## config.mk

```make
export PLATFORM = sky130hd
export DESIGN_NAME = store_commit_queue
export DESIGN_NICKNAME = d
export VERILOG_FILES = /design/src/rtl/store_commit_queue.sv
export SDC_FILE = /design/constraint.sdc
export NUM_CORES = 1
export LEC_CHECK = 0
export CORE_AREA = 8 8 270 272
export DETAILED_ROUTE_END_ITERATION = 6
export DIE_AREA = 0 0 278 280
export MAX_ROUTING_LAYER = met4
export PLACE_DENSITY = 0.91
export SLEW_MARGIN = 30
export SYNTH_ARGS = -nofsm -noshare
export SYNTH_HDL_FRONTEND = slang
export SYNTH_SLANG_ARGS = --single-unit
```

## constraint.sdc

```tcl
create_clock -name clk_i -period 21.1 [get_ports clk_i]
set_input_delay 6.33 -clock clk_i [delete_from_list [all_inputs] [get_ports clk_i]]
set_output_delay 6.33 -clock clk_i [all_outputs]
set_load 0.01 [all_outputs]
```

## src/rtl/store_commit_queue.sv

```systemverilog
// Store buffer holding speculative stores until commit, then draining committed stores to the D$ in order.
// Define STQ_HWM_EN to build the occupancy high-water-mark register; otherwise hwm_o reads 0.
module store_commit_queue #(
  parameter int DEPTH  = 8,
  parameter int PLEN   = 56,
  parameter int DATA_W = 64,
  parameter int BE_W   = DATA_W / 8
) (
  input  logic                   clk_i,
  input  logic                   rst_i,
  input  logic                   flush_i,
  input  logic                   st_valid_i,
  output logic                   st_ready_o,
  input  logic [PLEN-1:0]        st_paddr_i,
  input  logic [DATA_W-1:0]      st_data_i,
  input  logic [BE_W-1:0]        st_be_i,
  input  logic                   commit_i,
  output logic                   commit_ready_o,
  output logic                   dc_req_o,
  input  logic                   dc_gnt_i,
  output logic [PLEN-1:0]        dc_paddr_o,
  output logic [DATA_W-1:0]      dc_data_o,
  output logic [BE_W-1:0]        dc_be_o,
  input  logic [11:0]            page_offset_i,
  output logic                   page_offset_match_o,
  output logic                   no_st_pending_o,
  output logic [$clog2(DEPTH):0] hwm_o
);
  localparam int PW = $clog2(DEPTH);
  localparam int CW = PW + 1;
  localparam logic [CW:0] DEPTH_C = DEPTH[CW:0];

  logic [PLEN-1:0]   paddr_mem [DEPTH];
  logic [DATA_W-1:0] data_mem  [DEPTH];
  logic [BE_W-1:0]   be_mem    [DEPTH];

  logic [PW-1:0] rd_ptr, cm_ptr, wr_ptr;
  logic [CW-1:0] spec_cnt, comm_cnt;
  logic [CW:0]   occupancy;
  logic          push, commit, pop;

  assign occupancy       = {1'b0, spec_cnt} + {1'b0, comm_cnt};
  assign st_ready_o      = occupancy < DEPTH_C;
  assign commit_ready_o  = spec_cnt != '0;
  assign dc_req_o        = comm_cnt != '0;
  assign no_st_pending_o = occupancy == '0;

  assign push   = st_valid_i & st_ready_o & ~flush_i;
  assign commit = commit_i & commit_ready_o;
  assign pop    = dc_req_o & dc_gnt_i;

  // Oldest committed entry is presented until granted.
  assign dc_paddr_o = paddr_mem[rd_ptr];
  assign dc_data_o  = data_mem[rd_ptr];
  assign dc_be_o    = be_mem[rd_ptr];

  always_ff @(posedge clk_i or posedge rst_i) begin
    if (rst_i) begin
      rd_ptr   <= '0;
      cm_ptr   <= '0;
      wr_ptr   <= '0;
      spec_cnt <= '0;
      comm_cnt <= '0;
    end else begin
      // NOTE: non-blocking assignments so every register samples the pre-edge values of its peers.
      if (pop)
        rd_ptr <= rd_ptr + PW'(1);
      if (commit)
        cm_ptr <= cm_ptr + PW'(1);
      if (flush_i) begin
        wr_ptr   <= cm_ptr + PW'(commit);
        spec_cnt <= '0;
      end else begin
        if (push)
          wr_ptr <= wr_ptr + PW'(1);
        spec_cnt <= spec_cnt + CW'(push) - CW'(commit);
      end
      comm_cnt <= comm_cnt + CW'(commit) - CW'(pop);
    end
  end

  // NOTE: entry storage has no reset; the pointers and counters alone decide which entries are valid.
  always_ff @(posedge clk_i) begin
    if (push) begin
      paddr_mem[wr_ptr] <= st_paddr_i;
      data_mem[wr_ptr]  <= st_data_i;
      be_mem[wr_ptr]    <= st_be_i;
    end
  end

  // An entry is valid when its distance from the read pointer is below the occupancy.
  always_comb begin
    // NOTE: output defaulted before the loop so no path leaves it unassigned (no latch).
    page_offset_match_o = 1'b0;
    for (int i = 0; i < DEPTH; i++) begin
      logic [PW-1:0] age;
      age = PW'(i) - rd_ptr;
      if (({2'b00, age} < occupancy) && (paddr_mem[i][11:3] == page_offset_i[11:3]))
        page_offset_match_o = 1'b1;
    end
  end

`ifdef STQ_HWM_EN
  logic [CW-1:0] hwm_q;

  always_ff @(posedge clk_i or posedge rst_i) begin
    if (rst_i)
      hwm_q <= '0;
    else if (occupancy > {1'b0, hwm_q})
      hwm_q <= occupancy[CW-1:0];
  end

  assign hwm_o = hwm_q;
`else
  assign hwm_o = '0;
`endif

  commit_needs_spec: assert property (@(posedge clk_i) disable iff (rst_i)
    !(commit_i && spec_cnt == '0));

endmodule

```

==> key figures <==
Status
  – Outcome: completed

Clock tree
  – Clock transition at path regs: 0.06 ns
  – Clk root buf: clkbuf_16
  – Cts hold-fix bufs: 0
  – Post-CTS Resized: 0
  – Postcts setup bufs: 0
  – Clock Latency Late Sink: 0.66 ns
  – H-tree Lvls: 3
  – TritonCTS Buffers: 101
  – CTS tree: yes
  – Clock Tree Buf Depth: 3
  – Clk sinks: 1041

Floorplanning
  – Rows: 97
  – I/O pin cnt: 283
  – Die Y: 280 microns
  – Die X: 278 microns
  – Die ar.: 77800 sq um
  – Starting Density: 59.0%
  – Core area: 68900 sq um

Setup path
  – CP max FO: 8
  – Worst Setup SP: page_offset_i[3]
  – Worst EP arrival: 9.14 ns
  – Reg-to-Reg End: data_mem[4][46]$_DFFE_PP_
  – R2r setup slk: ~17 ns
  – Crit path kind: primary input to primary output
  – Req. time, crit path: about 15 ns
  – Setup crit end kind: primary output
  – R2R depth: 10
  – Critical Path Start Type: primary input
  – FF-to-FF Start: spec_cnt[0]$_DFF_PP0_
  – Worst setup endpoint: page_offset_match_o

Timing
  – FMAX: 64.6 MHz
  – Worst Skew: 0.0232 ns
  – Unrepaired setup endpoints after global routing: no
  – Count of pins over their slew limit: 0
  – Max_slew headroom: about a third
  – Tmin final: 15.47 ns
  – Fin Setup TNS: 0 ns
  – Fin crit share: 73.3%
  – Hold_ws: ~0.5 ns
  – Fin worst setup slack: 5.63 ns
  – # setup viols final: 0
  – Hold Vio Cnt, Final: 0
  – Worst-Margin Slew: around 1.0 ns

Drt
  – WL final: 91900 microns
  – Mean routed wirelength per cell: approximately 28 microns
  – ANT nets after route: 0
  – Drt pass-1 iters: 7
  – Vias per std cell: 6.11
  – DRC errors left: 0
  – Routed vias: 20.3k
  – DRT iter0 DRCs: 1999

GRT
  – Met3 Resource Use GR: 4.68%
  – GR peak layer: met2
  – Met2 Use GR: 40.4%
  – Largest net degree at the start of global routing: 129
  – Initial antenna violation count: 19
  – Total congestion overflow: 0
  – Met1 usage: 30.3%
  – First-pass GRT wire length: 137000 microns
  – Total GRT Usage: 24.3%
  – Vias in the first global route: between 20k and 25k

Power
  – Peak VDD IR: between 0.0001 and 0.00015 V
  – PwrDens: 132 nW/um^2
  – Final Power: 6.34 mW
  – Leak: around 16 nW

Layout
  – Finished Cell Area: approximately 48000 sq um
  – # fillers: 3994
  – Layout area overhead: 17.9%
  – Share of cells above drive strength 1: 18.7%
  – Final #Nets: about 2.5k

Synthesis
  – Mapped Area: 40600 sq um
  – EDFF count, synth: 1024
  – Synth Register Bits: 1041
  – Synth Instances: 2021
  – Post-synthesis sequential area ratio: 76.7%
  – Avg Cell Area, Syn: 20.1 sq um
  – Yosys cell types: 38
  – Synth warn: 0
  – Top FF cell, synth: edfxtp_1
  – Ys async rst share: 1.63%

Job
  – Max-cap viol count: 0

Placement
  – Post-detail-place hpwl: between 40000 and 50000 microns
  – Dpl cell area: about 44000 sq um
  – Dpl ws: 5.62 ns
  – Port buffer count: roughly 280
  – Gpl congestion: around 0.83

Worst hold path
  – Worst Hold Class: flop to flop
  – Hold Path Stages: 1
-- synthesized netlist by cell type (2+ instances only) --
cell type / n / area (sq um)
inv_1: 20 / 75.1
nand2b_1: 3 / 18.8
o21ai_0: 8 / 40.0
edfxtp_1: 1024 / 30700
clkbuf_1: 39 / 146
nor3_1: 10 / 50.1
xnor2_1: 24 / 210
nor4_1: 8 / 50.1
a22oi_1: 2 / 15.0
fa_1: 3 / 60.1
nand3_1: 2 / 10.0
buf_1: 17 / 63.8
buf_2: 42 / 210
mux2i_1: 3 / 30.0
ha_1: 24 / 300
buf_4: 4 / 30.0
dfrtp_1: 17 / 425
mux4_2: 256 / 5770
a21o_1: 4 / 30.0
a21oi_1: 6 / 30.0
a41oi_1: 2 / 17.5
nand4_1: 10 / 62.6
nor2_1: 13 / 48.8
nor2b_1: 2 / 12.5
nand2_1: 402 / 1510
xor2_1: 64 / 561
-- report_power, final --
| part | total (mW) | internal [mW] | switching [mW] | leakage, nW |
|---|---|---|---|---|
| Clock | 1.82 | 1.06 | 0.761 | 1.65 |
| Sequential | 2.48 | 2.40 | 0.0748 | 9.42 |
| Combinational | 2.04 | 0.985 | 1.06 | 4.82 |
-- logic make-up (layout without fill, tap and decap cells) --
family / Yosys count / in the layout / share of synthesized area (%)
buffers and inverters: 122 / 509 / 1.29
muxes: 260 / 260 / 14.3
xor gates and xnor gates: 88 / 88 / 1.90
and+or+nand+nor: 457 / 457 / 4.50
AOI/OAI and AO/OA: 25 / 25 / 0.419
adders and majority gates: 27 / 27 / 0.887
other: 1 / 26 / 0.00923
DFF: 1041 / 1041 / 76.7
-- sequential cells by signal (all words and copies together) (netlist names) --
register   count
data_mem     512
cm_ptr         3
rd_ptr         3
comm_cnt       4
spec_cnt       4
paddr_mem    448
wr_ptr         3
be_mem        64
-- worst min path at each step --
| stage | startpoint | end | slack (ns) |
|---|---|---|---|
| 6_report | cm_ptr[2]$_DFFE_PP0P_ | cm_ptr[2]$_DFFE_PP0P_ | 0.51 |
| 5_1_grt | cm_ptr[2]$_DFFE_PP0P_ | cm_ptr[2]$_DFFE_PP0P_ | 0.52 |
| 4_1_cts | cm_ptr[2]$_DFFE_PP0P_ | cm_ptr[2]$_DFFE_PP0P_ | 0.52 |
| 3_5_place_dp | cm_ptr[2]$_DFFE_PP0P_ | cm_ptr[2]$_DFFE_PP0P_ | 0.50 |
| 3_3_place_gp | cm_ptr[2]$_DFFE_PP0P_ | cm_ptr[2]$_DFFE_PP0P_ | 0.49 |
| 2_1_floorplan | cm_ptr[2]$_DFFE_PP0P_ | cm_ptr[2]$_DFFE_PP0P_ | 0.46 |
-- stage by stage --
stage                     utilization [%]  std cells
after floorplan                         -       2024
after global placement               64.4       3111
after detailed placement             64.5       3113
after CTS                            69.4       3301
after global routing                 69.5       3322
final                                69.5       3324
-- routing by layer --
metal	share of wire (%)	wire length, microns
met5	0	0
met4	2.8	2590
met3	7.6	6990
met2	51	47100
met1	38	35200
-- placed cells by master (no fill, tap or decap), drive strengths merged, types with 2 or more instances in the layout --
master	netlist	routed
nor3	11	11
nand2	403	403
dfrtp	17	17
clkinv	0	49
clkinvlp	0	5
a22oi	2	2
diode	0	22
mux2i	3	3
edfxtp	1024	1024
mux4	256	256
xor2	64	64
a21o	4	4
inv	20	24
a41oi	2	2
ha	24	24
nor2	13	13
clkdlybuf4s50	0	275
fa	3	3
bufinv	0	13
nor2b	2	2
a21oi	6	6
nor4	8	8
nand4	10	10
conb	1	4
xnor2	24	24
clkbuf	39	117
o21ai	8	8
nand3	2	2
buf	63	26
nand2b	3	3
-- cell type report --
cell class              count  area (sq um)  share of cell area (%)
diodes                     22          55.1                   0.115
clock buffers             117          2630                    5.49
clock inverters            71           746                    1.56
inverters                  20          77.6                   0.162
multi-input cells         861          9010                    18.8
flip-flops and latches   1041         31200                    65.1
well taps                 891          1110                    2.33
repair buffers            301          3110                    6.48
-- worst max-delay path, stage by stage --
cell             delay [ns]
clkdlybuf4s50_1        0.72
xor2_1                 0.27
nor4_1                 0.45
nand4_1                0.32
o21ai_0                0.24
o221ai_1               0.14
nand4_1                0.12
clkdlybuf4s50_1        0.56
Note: power is estimated with default switching activity, not from simulation.
